===== src/rtl/regfile_pkg.sv =====
// Shared definitions for the 2-read/1-write register file.
// Holds the default geometry and the clear-engine state type.
package regfile_pkg;

  localparam int unsigned DEF_DATA_W = 4;
  localparam int unsigned DEF_ADDR_W = 4;

  typedef enum logic {
    IDLE  = 1'b0,
    CLEAR = 1'b1
  } clr_state_e;

endpackage


===== src/rtl/regfile_clear_ctrl.sv =====
// Sequential bulk-clear engine for the register file.
// A clear_req in IDLE starts a sweep that zeroes one entry per cycle, in order 0..DEPTH-1.
// Ports:
//   clk, rst     clock, asynchronous active-high reset
//   clear_req    single-cycle request to start a clear (ignored while busy)
//   busy         high while the sweep runs
//   clear_done   one-cycle pulse after the last entry is zeroed
//   clr_we       array write strobe for the zeroing write
//   clr_addr     entry being zeroed this cycle
module regfile_clear_ctrl
  import regfile_pkg::*;
#(
  parameter int unsigned ADDR_W = DEF_ADDR_W
) (
  input  logic              clk,
  input  logic              rst,
  input  logic              clear_req,
  output logic              busy,
  output logic              clear_done,
  output logic              clr_we,
  output logic [ADDR_W-1:0] clr_addr
);

  // Depth is always 2**ADDR_W, so the last entry is the all-ones address.
  localparam logic [ADDR_W-1:0] LAST_ADDR = '1;

  clr_state_e        state_q, state_d;
  logic [ADDR_W-1:0] ptr_q, ptr_d;
  logic              done_q, done_d;

  always_ff @(posedge clk or posedge rst) begin
    if (rst) begin
      state_q <= IDLE;
      ptr_q   <= '0;
      done_q  <= 1'b0;
    end else begin
      state_q <= state_d;
      ptr_q   <= ptr_d;
      done_q  <= done_d;
    end
  end

  always_comb begin
    state_d = state_q;
    ptr_d   = ptr_q;
    done_d  = 1'b0;
    case (state_q)
      IDLE: begin
        if (clear_req) begin
          state_d = CLEAR;
          ptr_d   = '0;
        end
      end
      CLEAR: begin
        // Pointer wraps back to 0 naturally after the last entry.
        ptr_d = ptr_q + 1'b1;
        if (ptr_q == LAST_ADDR) begin
          state_d = IDLE;
          done_d  = 1'b1;
        end
      end
      default: state_d = IDLE;
    endcase
  end

  assign busy       = (state_q == CLEAR);
  assign clr_we     = busy;
  assign clr_addr   = ptr_q;
  assign clear_done = done_q;

endmodule


===== src/rtl/reg_file_2r1w.sv =====
// Parametrised register file: one synchronous write port, two registered read ports,
// optional hard-wired zero entry and a sequential bulk-clear engine.
// Optional macro REGFILE_BYPASS_EN: forward same-edge write data to a read port whose
// address matches the write address (otherwise reads return the pre-write value).
// Ports:
//   clk, rst            clock, asynchronous active-high reset
//   write_enable/rw/busw write strobe, address, data (dropped while busy)
//   ra/rb -> busa/busb   read addresses and their registered data (1-cycle latency)
//   clear_req            start a bulk clear; busy/clear_done report its progress
module reg_file_2r1w
  import regfile_pkg::*;
#(
  parameter int unsigned DATA_W   = DEF_DATA_W,
  parameter int unsigned ADDR_W   = DEF_ADDR_W,
  parameter int unsigned ZERO_REG = 0
) (
  input  logic              clk,
  input  logic              rst,
  input  logic              write_enable,
  input  logic [ADDR_W-1:0] rw,
  input  logic [DATA_W-1:0] busw,
  input  logic [ADDR_W-1:0] ra,
  input  logic [ADDR_W-1:0] rb,
  output logic [DATA_W-1:0] busa,
  output logic [DATA_W-1:0] busb,
  input  logic              clear_req,
  output logic              busy,
  output logic              clear_done
);

  localparam int unsigned DEPTH = 2 ** ADDR_W;

  logic [DATA_W-1:0] mem [DEPTH];
  logic              clr_we;
  logic [ADDR_W-1:0] clr_addr;
  logic              wr_zero_blk;
  logic              usr_we;
  logic [DATA_W-1:0] rd_a, rd_b;

  regfile_clear_ctrl #(
    .ADDR_W (ADDR_W)
  ) u_clear_ctrl (
    .clk        (clk),
    .rst        (rst),
    .clear_req  (clear_req),
    .busy       (busy),
    .clear_done (clear_done),
    .clr_we     (clr_we),
    .clr_addr   (clr_addr)
  );

  // Writes are only accepted in IDLE; anything arriving during a sweep is discarded.
  assign wr_zero_blk = (ZERO_REG != 0) && (rw == '0);
  assign usr_we      = write_enable && !busy && !wr_zero_blk;

  always_comb begin
    rd_a = mem[ra];
    rd_b = mem[rb];
`ifdef REGFILE_BYPASS_EN
    // usr_we already excludes the zero entry, so forwarding never leaks into it.
    if (usr_we && (ra == rw)) rd_a = busw;
    if (usr_we && (rb == rw)) rd_b = busw;
`endif
    if ((ZERO_REG != 0) && (ra == '0)) rd_a = '0;
    if ((ZERO_REG != 0) && (rb == '0)) rd_b = '0;
  end

  // clr_we and usr_we are mutually exclusive (usr_we needs !busy), so priority is moot.
  always_ff @(posedge clk or posedge rst) begin
    if (rst) begin
      for (int unsigned i = 0; i < DEPTH; i++) begin
        mem[i] <= '0;
      end
    end else if (clr_we) begin
      mem[clr_addr] <= '0;
    end else if (usr_we) begin
      mem[rw] <= busw;
    end
  end

  always_ff @(posedge clk or posedge rst) begin
    if (rst) begin
      busa <= '0;
      busb <= '0;
    end else begin
      busa <= rd_a;
      busb <= rd_b;
    end
  end

endmodule


===== config.mk =====
export PLATFORM = sky130hd
export DESIGN_NAME = reg_file_2r1w
export DESIGN_NICKNAME = d
export VERILOG_FILES = /design/src/rtl/regfile_pkg.sv /design/src/rtl/regfile_clear_ctrl.sv /design/src/rtl/reg_file_2r1w.sv
export SDC_FILE = /design/constraint.sdc
export NUM_CORES = 1
export LEC_CHECK = 0
export ABC_AREA = 0
export CAP_MARGIN = 25
export CORE_AREA = 3 3 140 142
export CTS_CLUSTER_DIAMETER = 150
export CTS_CLUSTER_SIZE = 40
export DETAILED_ROUTE_END_ITERATION = 10
export DIE_AREA = 0 0 143 145
export SKIP_LAST_GASP = 1
export SYNTH_ARGS = -nofsm -noshare
export SYNTH_HDL_FRONTEND = slang
export SYNTH_HIERARCHICAL = 1
export SYNTH_SLANG_ARGS = --single-unit
export TNS_END_PERCENT = 5

===== constraint.sdc =====
create_clock -name clk -period 2.79 [get_ports clk]
set_input_delay 0.6975 -clock clk [delete_from_list [all_inputs] [get_ports clk]]
set_output_delay 0.6975 -clock clk [all_outputs]
set_load 0.02 [all_outputs]

Word-level counts from Yosys, hierarchy flattened
Cells that the tools add are included.
{ "word_totals": {"out_inout_bits": 10, "inputBits": 20, "word_cells": 62, "regBits": 78} }
{ "op_classes": {"reduce_logical": 5, "n_addsub": 1, "mux": 20, "n_bitwise": 7, "magnitude_cmp": 6, "n_eq_ne": 2} }
{ "op_table": {"columns": ["cell", "n"], "rows": [
  ["$mux W64", 2],
  ["$and A64 B64 Y64", 1],
  ["$bwmux W64", 1],
  ["$not A64 Y64", 1],
  ["$bmux W4 S4", 2],
  ["$demux W4 S4", 2],
  ["$mux W4", 7],
  ["$ge A5 B5 Y1 const B", 4],
  ["$not A4 Y5", 4],
  ["$lt A5 B1 Y1 const B", 2],
  ["$pmux W4 S2", 1],
  ["$add A4 B1 Y4 const B", 1],
  ["$eq A4 B4 Y1 const B", 1],
  ["$mux W1", 4],
  ["$logic_and A1 B1 Y1", 3],
  ["$ne A2 B2 Y1 const B", 1],
  ["$pmux W1 S2", 1],
  ["$reduce_bool A2 Y1", 1],
  ["$logic_not A1 Y1", 1],
  ["$not A1 Y1", 1]
]} }

Depth between registers and ports, before layout
Gate-level depths: netlist of run 1.
{ "depth": {"depth_word": 8, "mapped_depth": 6, "depth_no_buf": 4} }

Cells and area by module
Netlist of run 1, hierarchy kept.
{ "modules_own_cells": {"columns": ["module", "area_each_um2", "instances", "cells_per_inst", "seq_area_each_um2"], "rows": [
  ["reg_file_2r1w", 4331.7, 1, 407, 1801.7],
  ["regfile_clear_ctrl", 257.7, 1, 23, 150.1]
]} }

Worst setup path after synthesis of run 1
No wires, ideal clock.
{ "synth_timing": {"kind": "input-to-reg", "startpoint": "input port ra[1]", "endpoint": "register busa[3]", "setup_ps": 127, "setup_slack_ps": 1022, "n_path_buf": 1, "arrival_ps": 1641, "required_time_ps": 2663, "cell_stages": 4, "path_cell_list": "buf_2 -> mux4_1 -> a22oi_1 -> nand3_1"} }
{ "synth_between": {"elab_chain_len": 4} }
{ "synth_rtl": {"columns": ["item", "line_no", "text"], "rows": [
  ["from (decl)", "reg_file_2r1w.sv:22", "input logic [ADDR_W-1:0] ra,"],
  ["$not A4 Y5 (implied by the code)", "reg_file_2r1w.sv:57", "rd_a = mem[ra];"],
  ["$bmux W4 S4", "reg_file_2r1w.sv:57", null],
  ["$mux W4 (implied by the code) (2 in series)", "reg_file_2r1w.sv:57", null],
  ["named net rd_a[3]", "reg_file_2r1w.sv:38", "logic [DATA_W-1:0] rd_a, rd_b;"],
  ["to (signal assigned)", "reg_file_2r1w.sv:86", "busa <= rd_a;"],
  ["to (decl)", "reg_file_2r1w.sv:24", "output logic [DATA_W-1:0] busa,"]
]} }
The timed path passes the listed nets, and every way through them passes these cells. The select of a mux whose other input is x is not followed.
A chain may end at the register's enable or synchronous reset.

Worst setup path in the final report of run 1
{ "layout_timing": {"startpoint": "input port rw[2]", "endpoint": "register mem[3] (netlist name)"} }
{ "layout_between": {"elab_chain_len": 8, "elab_cells_between_ends": 9, "classes_between": "order compare (2); mux (5); bitwise (1); reduce/logical (1)"} }
{ "layout_rtl": {"columns": ["item", "line_no", "text"], "rows": [
  ["from (decl)", "reg_file_2r1w.sv:20", "input logic [ADDR_W-1:0] rw,"],
  ["$not A4 Y5 (implied by the code) *", "reg_file_2r1w.sv:77", "mem[rw] <= busw;"],
  ["$ge A5 B5 Y1 (implied by the code) or $lt A5 B1 Y1 (tied branches)", "reg_file_2r1w.sv:77", null],
  ["$logic_and A1 B1 Y1 (implied by the code)", "reg_file_2r1w.sv:77", null],
  ["$mux W4 (implied by the code)", "reg_file_2r1w.sv:77", null],
  ["$demux W4 S4 *", "reg_file_2r1w.sv:77", null],
  ["$bwmux W64 *", "reg_file_2r1w.sv:77", null],
  ["$mux W64 *", "reg_file_2r1w.sv:76", "end else if (usr_we) begin"],
  ["$mux W64 *", "reg_file_2r1w.sv:74", "end else if (clr_we) begin"],
  ["to (signal, indexed assignment)", "reg_file_2r1w.sv:77", null],
  ["to (decl)", "reg_file_2r1w.sv:33", "logic [DATA_W-1:0] mem [DEPTH];"]
]} }
Mark *: on every way between the ends. The rest lies on a longest branch, timed or not. The select of a mux whose other input is x is not followed.

==> results.env, run 1 <==
SYNTH_EDF_COUNT=0
H-TREE-DEPTH=3
NUM_VIAS=3699
PATH_CLASS='in -> reg'
INITIAL_UTILIZATION_PCT=24.70
SYNTH.NET_COUNT=451
SKEW_NS=0.008054
WORST_PIN_SLEW_NS=0.7943
IO_BUFFER_COUNT=29
SETUP.WORST_PATH.END_CLASS='flop'
CTS_TREE='yes'
FINAL_CRITICAL_PATH_SETUP_SLACK_NS=0.6732
GRT_PASS1_VIAS=3734
SYNTH_COMMON_CELLS='dfrtp_1 (78), nand3_1 (78), o21ai_0 (67)'
RSZ0062_AT_GRT='no'
CRITICAL_PATH_S_LARGEST_STAGE_DELAY_NS=0.56
TOTAL_POWER_mW=4.813
SEQ_AREA_FRAC_SYNTH_PCT=42.53
DETAILEDROUTE.FIRSTPASSITERATIONCOUNT=5
WORST_HOLD_SLACK_NS=0.5378
SYNTH_CELL_TYPES=37
SHARE_SEQ_OF_TOTAL_POWER_PCT=42.6
GR-TOTAL-OVERFLOW=0
PERIOD_SHARE_PCT=75.87
CELLLEAKAGEPOWER_nW=2.268
OUTCOME='complete, no violations'
GRT_MAX_DEGREE=73
AREAGROWTHSYNTHTOFINISH_PCT=18.43
CTS-BUFFERS-INSERTED=9
PWR-SHARE-COMB_PCT=30.6
CTS.REPAIR_TIMING.SETUP_BUFFER_COUNT=0
POWER_REPORT.INTERNAL_TOTAL_mW=3.079
NUM_IO_PINS=30
CP_DATA_REQUIRED_TIME_NS=3.01
GRT_PASS1_WL_UM=20780
DOMINANTREGCELLSYNTH='dfrtp_1'
SYN_AREA_PER_CELL_SQ_UM=10.67
DR.FIRST_ITER.DRC_COUNT=336
WORSTPATHCELLLIST='clkdlybuf4s50_1, and3b_1, buf_4, and2_1, o21ai_0'
DP_SLACK_NS=0.3372
WORSTSKEWPAIRLATENCY_NS=0.35
CELLPOWERDENSITY_mW_PER_MM2=885.6
CLOCKPOWERSHARE_PCT=26.8
WORST_HOLD_PATH_TYPE='reg -> reg'
ANT_NETS=0
ROUTED_VIA_DENSITY=5.361
CTS-ROOT-BUF='clkbuf_16'
HOLDPATHSTAGES=1
DRC=0
ROUTED_WL_UM=13220
MAX_FREQ_MHz=472.4
FINAL_MAX_SLEW_VIOL_COUNT=0
REG2REG_DEPTH=4
FINAL-HOLD-VIOLATION-COUNT=0
CORE_AREA_SQ_MM=0.01858
SYNTH_AREA_LEADER_CELL='dfrtp_1'
POST_ROUTE_CELLS_DRIVE_ABOVE_1_SHARE_PCT=10.09
CTS-ROOT-TO-SINK-BUFFERS=2
DIE_W_UM=143
DP_HPWL_UM=9616
CP_MAX_FO=16
CRITICAL_PATH.N_BUFFERS_INVERTERS=2
P_SW_SHARE_PCT=36.02
YOSYS_WARNINGS=6
NUM_ROWS=50
SYNTHDOMINANTCELLAREASHARE_PCT=42.53
CPLARGESTDELAYFAMILY='buffers and inverters'
WORST_IR_DROP_VDD_uV=317.8
GROUTE.USAGE.OVERALL_PCT=13.01
SYNTHESIZED_FLOP_AND_LATCH_TOTAL=78
ANTENNA_FOUND_INITIAL=0
CP_SLOWEST_CELL='and3b_1'
POST_SYNTH_INSTANCE_AREA_SQ_MM=0.004589
TIMING.FINAL.CRIT_PERIOD_NS=2.117
DESIGN.FINAL.NETS=472
PATH_DEPTH=5
MAX-SLEW-MARGIN-REL_PCT=46.88
TOTAL_SWITCHING_POWER_mW=1.734
NUM_ANTENNA_CELLS=0
FIN_SETUP_TNS_NS=0
MAX-CAP-VIOLATIONS=0
CP_DATA_ARRIVAL_TIME_NS=2.34
TIMING.CRITICAL_PATH.FROM_TYPE='input port'
YS_TOP_CELLS_BY_AREA='dfrtp_1 (43%), mux4_1 (17%), nand3_1 (8.5%)'
DRT-WIRELENGTH-PER-CELL_UM=19.16
GPL.FINAL_WEIGHTED_CONGESTION=0.8437
DESIGN.DIE.AREA_SQ_MM=0.02074
CTSHOLDBUFFERS=0
CTS_NUM_SINKS=78
CLKTRANSATPATHREGS_NS=0.06
DIE_Y_UM=145
ASYNC_FLOP_SHARE_PCT=100.0
POSTLAYOUTCOREUTIL_PCT=29.25
GATE_COUNT_OF_THE_MAPPED_NETLIST=430
POST_CTS_RESIZED=0
SETUP-VIOLATIONS-FINAL=0
[placed cells by master, fill, tap and decap left out, types with 2 or more instances in the layout]
cell type / count
o31ai_1: 28
mux4_2: 2
clkdlybuf4s50_1: 29
nor3b_2: 2
nor2b_1: 5
nand3b_1: 2
a31o_1: 4
and4bb_2: 2
o21ai_0: 67
dfrtp_1: 78
inv_1: 30
a22oi_1: 6
nor4_1: 2
a22oi_2: 2
nor2_1: 4
nand2_1: 13
buf_4: 15
nor3_1: 5
inv_6: 2
nand3_1: 78
nand2b_1: 4
clkbuf_16: 9
bufinv_16: 2
and3_1: 4
mux4_1: 30
and2_1: 15
[metal layers]
metal  track usage (%)  routed length (um)  up-vias
met2             19.71                6236      149
li1                  -                   -     1673
met4             3.897                 309        0
met1             17.93                5892     1852
met5                 0                   0        -
met3             3.889                 784       25
[power by group through the flow]
stage	clock (mW)	sequential [mW]	combinational (mW)
global route	1.36	2.10	1.61
detailed placement	0	2.06	1.46
CTS	1.31	2.04	1.47
finish	1.29	2.05	1.47
floorplan	0	1.86	1.04
global placement	0	2.03	1.41
[final timing paths]
| path | start | slack (ns) | end |
|---|---|---|---|
| worst min-delay path | mem[9]$_DFFE_PP0P_ | 0.54 | mem[9]$_DFFE_PP0P_ |
| min in group asynchronous | rst | 0.64 | u_clear_ctrl/clear_done$_DFF_PP0_ |
| worst min register to register | mem[9]$_DFFE_PP0P_ | 0.54 | mem[9]$_DFFE_PP0P_ |
| worst max-delay path | rw[2] | 0.67 | mem[3]$_DFFE_PP0P_ |
| worst max register to register | u_clear_ctrl/busy$_DFF_PP0_ | 0.86 | mem[62]$_DFFE_PP0P_ |
| max in group asynchronous | rst | 1.67 | mem[14]$_DFFE_PP0P_ |
[area by class of cell]
type	instances	area, sq um
Clock buffer	10	229.0
Multi-Input combinational cell	286	2328
Timing Repair Buffer	45	422.9
Clock inverter	6	93.84
Fill cell	1877	13150
Tap cell	234	292.8
Inverter	31	116.4
Sequential cell	78	1952
[flip-flops by register name (all words and copies together) (netlist names)]
signal and cells:
busa 4, busb 4, mem 64, u_clear_ctrl/busy 1, u_clear_ctrl/clear_done 1, u_clear_ctrl/clr_addr 4
[through the flow]
step	instances	instance area, sq um
5_1_grt	690	5435
4_1_cts	690	5435
2_1_floorplan	430	4589
3_5_place_dp	674	5112
6_report	690	5435
3_3_place_gp	674	5112
[worst reg2reg max path, delay by kind of cell, from the launching register on]
kind	cells	cell delay [ns]
AOI/OAI and AO/OA	1	0.15
buffers and inverters	1	0.24
DFF	1	0.40
and+or+nand+nor	2	1.00
[kinds of logic (layout without fill, tap and decap cells)]
family                   after synthesis  after routing  synth area share, %
multiplexers                          33             33                18.48
buffers and inverters                 66             92                7.197
adder cells (fa/ha/maj)                1              1               0.2726
flip-flops                            78             78                42.53
AO/OA/AOI/OAI                        108            108                14.37
AND/OR/NAND/NOR                      144            144                17.15
Note: power is estimated with default switching activity, not from simulation.
==> run 2: changes to the inputs <==
- clock period: 2.79 -> 1.9 ns (I/O delays scaled with it)
==> run 2 against run 1 <==
  * Global-route usage is 0.099 points lower
  * First-iteration DRC count is 6.3% lower
  * Hold slack worse by 0.070 ns
  * Power is 48% higher
  * The run now ends with negative setup slack left
  * Clock-buffer cell count stayed put
  * Clock power is 38% higher
  * Critical path depth stayed put
==> results.env, run 2 (synthesized netlist as in run 1, its figures left out) <==
IO_BUFFER_COUNT=29  # unchanged
DRT-WIRELENGTH-PER-CELL_UM=18.07  # was 19.16 um
FINAL_MAX_SLEW_VIOL_COUNT=0  # unchanged
PATH_CLASS='in -> reg'  # unchanged
CTSHOLDBUFFERS=0  # unchanged
MAX_FFS_PER_REGISTER=64  # unchanged
GRT_PASS1_VIAS=3954  # was 3734
TIMING.CRITICAL_PATH.FROM_TYPE='input port'  # unchanged
POST_CTS_RESIZED=1  # was 0
GRT_PASS1_WL_UM=21100  # was 20780 um
SETUP-VIOLATIONS-FINAL=2  # was 0
CP_DATA_ARRIVAL_TIME_NS=2.14  # was 2.34 ns
TOTAL_POWER_mW=7.139  # was 4.813 mW
ROUTED_VIA_DENSITY=5.317  # was 5.361
NUM_VIAS=3860  # was 3699
DESIGN.DIE.AREA_SQ_MM=0.02074  # unchanged
POSTPLACECELLAREA_SQ_MM=0.005507  # was 0.005112 sq mm
GROUTE.USAGE.OVERALL_PCT=12.91  # was 13.01%
WORST_PIN_SLEW_NS=0.5052  # was 0.7943 ns
SETUP.WORST_PATH.END_CLASS='flop'  # unchanged
RSZ0062_AT_GRT='yes'  # was no
DIE_Y_UM=145  # unchanged
ANTENNA_FOUND_INITIAL=0  # unchanged
DIE_W_UM=143  # unchanged
CP_MAX_FO=9  # was 16
DP_HPWL_UM=10230  # was 9616 um
ANT_NETS=0  # unchanged
GRT_MAX_DEGREE=32  # was 73
GR-TOTAL-OVERFLOW=0  # unchanged
WORST_IR_DROP_VDD_uV=519.4  # was 317.8 uV
MOSTFREQUENTLAYOUTCELLS='nand3_1 (78), dfrtp_1 (78), o21ai_0 (67)'  # unchanged
GPL.FINAL_WEIGHTED_CONGESTION=0.8347  # was 0.8437
DP.CELLS=711  # was 674
AREAGROWTHSYNTHTOFINISH_PCT=26.69  # was 18.43%
MAX-CAP-VIOLATIONS=0  # unchanged
CTS-ROOT-TO-SINK-BUFFERS=2  # unchanged
NUM_IO_PINS=30  # unchanged
NUM_ANTENNA_CELLS=0  # unchanged
SKEW_NS=0.006001  # was 0.008054 ns
CP_DATA_REQUIRED_TIME_NS=2.09  # was 3.01 ns
NUM_ROWS=50  # unchanged
CTS.REPAIR_TIMING.SETUP_BUFFER_COUNT=0  # unchanged
LAYOUT.AREA.SEQ_SQ_MM=0.001952  # unchanged
END_OF_THE_WORST_REGISTER_TO_REGISTER_PATH='mem[15]$_DFFE_PP0P_'  # was mem[62]$_DFFE_PP0P_
WORST_HOLD_SLACK_NS=0.4675  # was 0.5378 ns
MAX_FREQ_MHz=512.5
DESIGN.FINAL.NETS=509  # was 472
CTS_NUM_SINKS=78  # unchanged
FINAL_CRITICAL_PATH_SETUP_SLACK_NS=-0.05125  # was 0.6732 ns
POSTLAYOUTCOREUTIL_PCT=31.29  # was 29.25%
CLKTRANSATPATHREGS_NS=0.06  # about the same
PERIOD_SHARE_PCT=102.7
FILLER_CELL_COUNT_IN_THE_FINAL_LAYOUT=1840  # was 1877
CRITICAL_PATH.REG2REG.STARTPOINT='u_clear_ctrl/busy$_DFF_PP0_'  # unchanged
FINAL-HOLD-VIOLATION-COUNT=0  # unchanged
TOP_REGISTER='mem'  # unchanged
CELLLEAKAGEPOWER_nW=2.491  # was 2.268 nW
POST-ROUTE-CELL-AREA_SQ_MM=0.005814  # was 0.005435 sq mm
REG2REG_DEPTH=6  # was 4
CTS-ROOT-BUF='clkbuf_16'  # unchanged
OUTCOME='finished with violations'  # was complete, no violations
INITIAL_UTILIZATION_PCT=24.70  # unchanged
FF2FF_SETUP_SLACK_NS=0.17  # was 0.86 ns
MAX-SLEW-MARGIN-REL_PCT=66.06  # was 46.88%
POST_LAYOUT_NONFILLER_INSTANCES=726  # was 690
WORSTSKEWPAIRLATENCY_NS=0.33  # was 0.35 ns
POST_ROUTE_CELLS_DRIVE_ABOVE_1_SHARE_PCT=16.87  # was 10.09%
TIMING.FINAL.CRIT_PERIOD_NS=1.951
MULTIINPUTGATEAREA_SQ_MM=0.002333  # was 0.002328 sq mm
CORE_AREA_SQ_MM=0.01858  # unchanged
DRC=0  # unchanged
ROUTED_WL_UM=13120  # was 13220 um
H-TREE-DEPTH=3  # unchanged
CTS_TREE='yes'  # unchanged
WORST_HOLD_PATH_TYPE='in -> async'  # was reg -> reg
DR.FIRST_ITER.DRC_COUNT=315  # was 336
CELLPOWERDENSITY_mW_PER_MM2=1228  # was 885.6 mW/mm^2
DETAILEDROUTE.FIRSTPASSITERATIONCOUNT=5  # unchanged
CTS-BUFFERS-INSERTED=9  # unchanged
VIOLATIONS='negative setup slack'
==> run 2: worst max-delay path by stage <==
stage | startpoint | endpoint | slack (ns) | depth (start not counted)
final | rb[0] | busb[0]$_DFF_PP0_ | -0.05 | 5
after global routing | ra[0] | busa[0]$_DFF_PP0_ | -0.01 | 5
after CTS | rb[0] | busb[0]$_DFF_PP0_ | -0.01 | 5
after detailed placement | ra[0] | busa[0]$_DFF_PP0_ | -0.38 | 5
after global placement | ra[0] | busa[1]$_DFF_PP0_ | -0.36 | 5
after floorplan | u_clear_ctrl/busy$_DFF_PP0_ | mem[10]$_DFFE_PP0P_ | 0.21 | 5
==> run 2: power breakdown <==
part           internal (mW)  leakage [nW]  switching [mW]
combinational           1.22          1.29            1.21
sequential              2.31          1.04           0.611
clock                   1.14         0.152           0.646
==> run 2: metrics by stage <==
stage               TNS (ns)  setup WS [ns]
finish              -0.06706       -0.05125
CTS                 -0.01202       -0.01202
floorplan                  0         0.2133
detailed placement    -3.519        -0.3809
global placement      -2.633        -0.3581
global route        -0.03007       -0.01463
==> run 2: cell type report <==
| class | instances | share of cell area (%) |
|---|---|---|
| clock buffers | 10 | 3.938 |
| repair buffers | 82 | 13.97 |
| inverters | 31 | 2.066 |
| clock inverters | 5 | 1.291 |
| flip-flops and latches | 78 | 33.57 |
| multi-input cells | 286 | 40.13 |
| well taps | 234 | 5.036 |
==> run 2: critical path: stages <==
cell	delay, ns
clkdlybuf4s50_1	0.50
buf_12	0.15
mux4_1	0.58
a22oi_1	0.29
nand3_1	0.14
==> run 2: routing by layer <==
| layer | global-route usage [%] | vias up | part of all wire, % |
|---|---|---|---|
| met5 | 0 | - | 0 |
| li1 | - | 1749 | - |
| met1 | 17.39 | 1942 | 44 |
| met2 | 20.32 | 151 | 48 |
| met4 | 3.042 | 0 | 1.5 |
| met3 | 3.988 | 18 | 7.1 |
==> run 3: changes to the inputs <==
- CORE_AREA: 3 3 140 142 -> 3 3 110 112
- DIE_AREA: 0 0 143 145 -> 0 0 113 115
==> run 3 against run 2 <==
  * The run now ends clean
  * Critical path depth did not move
  * Die area down 37%
  * Sequential cell count stayed put
  * Critical path type unchanged
  * Critical endpoint is now busa[0]$_DFF_PP0_
  * Largest power group unchanged
==> results.env, run 3 (synthesized netlist as in run 1, its figures left out) <==
CP_MAX_FO=9  # unchanged
SHARE_SEQ_OF_TOTAL_POWER_PCT=42.0  # was 41.0%
DESIGN.FINAL.NETS=497  # was 509
DP.CELLS=608  # was 711
POSTLAYOUTCOREUTIL_PCT=49.61  # was 31.29%
DIE_W_UM=113  # was 143 um
WORST_HOLD_SLACK_NS=0.4457  # was 0.4675 ns
CTS-BUFFERS-INSERTED=9  # unchanged
CTS-ROOT-TO-SINK-BUFFERS=2  # unchanged
DR.FIRST_ITER.DRC_COUNT=242  # was 315
CELLLEAKAGEPOWER_nW=2.414  # was 2.491 nW
PWR-SHARE-COMB_PCT=34.0  # was 34.1%
H-TREE-DEPTH=3  # unchanged
TOP_REGISTER='mem'  # unchanged
SETUP.WORST_PATH.END_CLASS='flop'  # unchanged
CTSHOLDBUFFERS=0  # unchanged
MOSTFREQUENTLAYOUTCELLS='nand3_1 (78), dfrtp_1 (77), o21ai_0 (67)'  # was nand3_1 (78), dfrtp_1 (78), o21ai_0 (67)
CTS_NUM_SINKS=78  # unchanged
MAX_FREQ_MHz=534.5  # was 512.5 MHz
DP_HPWL_UM=9367  # was 10230 um
GRT_MAX_DEGREE=73  # was 32
MAX-SLEW-MARGIN-REL_PCT=51.13  # was 66.06%
ANTENNA_FOUND_INITIAL=0  # unchanged
CTS_TREE='yes'  # unchanged
POST-ROUTE-CELL-AREA_SQ_MM=0.005617  # was 0.005814 sq mm
FINAL-HOLD-VIOLATION-COUNT=0  # unchanged
POST_CTS_RESIZED=2  # was 1
WORST_IR_DROP_VDD_uV=437.6  # was 519.4 uV
DETAILEDROUTE.FIRSTPASSITERATIONCOUNT=5  # unchanged
GRT_PASS1_WL_UM=20360  # was 21100 um
MAX_FFS_PER_REGISTER=64  # unchanged
RSZ0062_AT_GRT='no'  # was yes
NUM_ANTENNA_CELLS=0  # unchanged
SKEW_NS=0.005519  # was 0.006001 ns
DRC=0  # unchanged
CLOCKPOWERSHARE_PCT=24.0  # was 25.0%
PATH_CLASS='in -> reg'  # unchanged
CP_DATA_REQUIRED_TIME_NS=2.12  # was 2.09 ns
WORSTSKEWPAIRLATENCY_NS=0.34  # was 0.33 ns
TOTAL_POWER_mW=6.999  # was 7.139 mW
INITIAL_UTILIZATION_PCT=40.54  # was 24.70%
DRT-WIRELENGTH-PER-CELL_UM=20.56  # was 18.07 um
GPL.FINAL_WEIGHTED_CONGESTION=0.8531  # was 0.8347
ROUTED_WL_UM=12830  # was 13120 um
POSTPLACECELLAREA_SQ_MM=0.005328  # was 0.005507 sq mm
CLKTRANSATPATHREGS_NS=0.06  # about the same
POST_LAYOUT_NONFILLER_INSTANCES=624  # was 726
GRT_PASS1_VIAS=3718  # was 3954
TIMING.CRITICAL_PATH.FROM_TYPE='input port'  # unchanged
ROUTED_VIA_DENSITY=6.019  # was 5.317
CP_DATA_ARRIVAL_TIME_NS=2.09  # was 2.14 ns
FINAL_MAX_SLEW_VIOL_COUNT=0  # unchanged
GR-TOTAL-OVERFLOW=0  # unchanged
SETUP-VIOLATIONS-FINAL=0  # was 2
FINAL_COMMON_CELL='nand3_1'
MAX-CAP-VIOLATIONS=0  # unchanged
AREAGROWTHSYNTHTOFINISH_PCT=22.38  # was 26.69%
CTS-ROOT-BUF='clkbuf_16'  # unchanged
CORE_AREA_SQ_MM=0.01132  # was 0.01858 sq mm
NUM_IO_PINS=30  # unchanged
DESIGN.DIE.AREA_SQ_MM=0.01300  # was 0.02074 sq mm
IO_BUFFER_COUNT=29  # unchanged
PERIOD_SHARE_PCT=98.47  # was 102.7%
NUM_VIAS=3756  # was 3860
NUM_ROWS=39  # was 50
P_SW_SHARE_PCT=35.54  # was 34.59%
OUTCOME='complete, no violations'  # was finished with violations
TIMING.FINAL.CRIT_PERIOD_NS=1.871  # was 1.951 ns
DIE_Y_UM=115  # was 145 um
GROUTE.USAGE.OVERALL_PCT=20.54  # was 12.91%
POWER_REPORT.INTERNAL_TOTAL_mW=4.512  # was 4.670 mW
POST_ROUTE_CELLS_DRIVE_ABOVE_1_SHARE_PCT=15.38  # was 16.87%
WORST_HOLD_PATH_TYPE='in -> async'  # unchanged
ANT_NETS=0  # unchanged
CELLPOWERDENSITY_mW_PER_MM2=1246  # was 1228 mW/mm^2
WORST_PIN_SLEW_NS=0.7274  # was 0.5052 ns
TOTAL_SWITCHING_POWER_mW=2.487  # was 2.469 mW
CTS.REPAIR_TIMING.SETUP_BUFFER_COUNT=0  # unchanged
run 3: changes by cell type in the layout (fill, tap and decap cells not counted), sizes merged:
| cell | change |
|---|---|
| clkbuf | +3 |
| clkinv | -1 |
| clkinvlp | +1 |
| bufinv | -2 |
| buf | -12 |
run 3: critical path: stages:
cell	delay (ns)
clkdlybuf4s50_1	0.52
buf_12	0.16
mux4_1	0.58
a22oi_1	0.26
nand3_1	0.10
run 3: per-layer routing:
layer / share of wire [%] / global-route usage (%) / vias up / wire length [um]
li1: - / - / 1723 / -
met5: 0 / 0 / - / 0
met4: 3.0 / 8.894 / 0 / 382
met2: 45 / 31.00 / 150 / 5835
met3: 5.9 / 3.684 / 29 / 754
met1: 46 / 29.29 / 1854 / 5856
run 3: layout make-up:
| cell class | instances | area [sq um] |
|---|---|---|
| clock buffer | 13 | 270.3 |
| inverter | 31 | 120.1 |
| clock inverter | 3 | 17.52 |
| multi-input combinational | 286 | 2330 |
| timing repair buffer | 70 | 747.0 |
| sequential | 78 | 1953 |
| fill | 1055 | 5704 |
| tap | 143 | 178.9 |
run 3: worst paths after layout:
check	from	end	slack [ns]	cells after the start
max	ra[0]	busa[0]$_DFF_PP0_	0.03	5
min in group clk	mem[49]$_DFFE_PP0P_	mem[49]$_DFFE_PP0P_	0.55	2
min	rst	u_clear_ctrl/clr_addr[2]$_DFFE_PP0P_	0.45	2
max reg2reg	u_clear_ctrl/clr_addr[3]$_DFFE_PP0P_	mem[51]$_DFFE_PP0P_	0.18	4
max in group asynchronous	rst	mem[7]$_DFFE_PP0P_	0.98	3
min reg2reg	mem[49]$_DFFE_PP0P_	mem[49]$_DFFE_PP0P_	0.55	2
run 3: metrics by stage:
stage | worst slack, ns | TNS, ns
after floorplan | 0.2133 | 0
after global placement | -0.3551 | -3.353
after detailed placement | -0.3725 | -4.510
after CTS | -0.02332 | -0.02332
after global routing | 0.001273 | 0
final | 0.02916 | 0
run 3: power groups by stage:
| stage | Combinational, mW | Clock (mW) | Sequential (mW) |
|---|---|---|---|
| after floorplan | 1.53 | 0 | 2.73 |
| after global placement | 2.30 | 0 | 2.91 |
| after detailed placement | 2.36 | 0 | 2.95 |
| after CTS | 2.37 | 1.70 | 2.93 |
| after global routing | 2.62 | 1.76 | 3.02 |
| final | 2.38 | 1.68 | 2.94 |
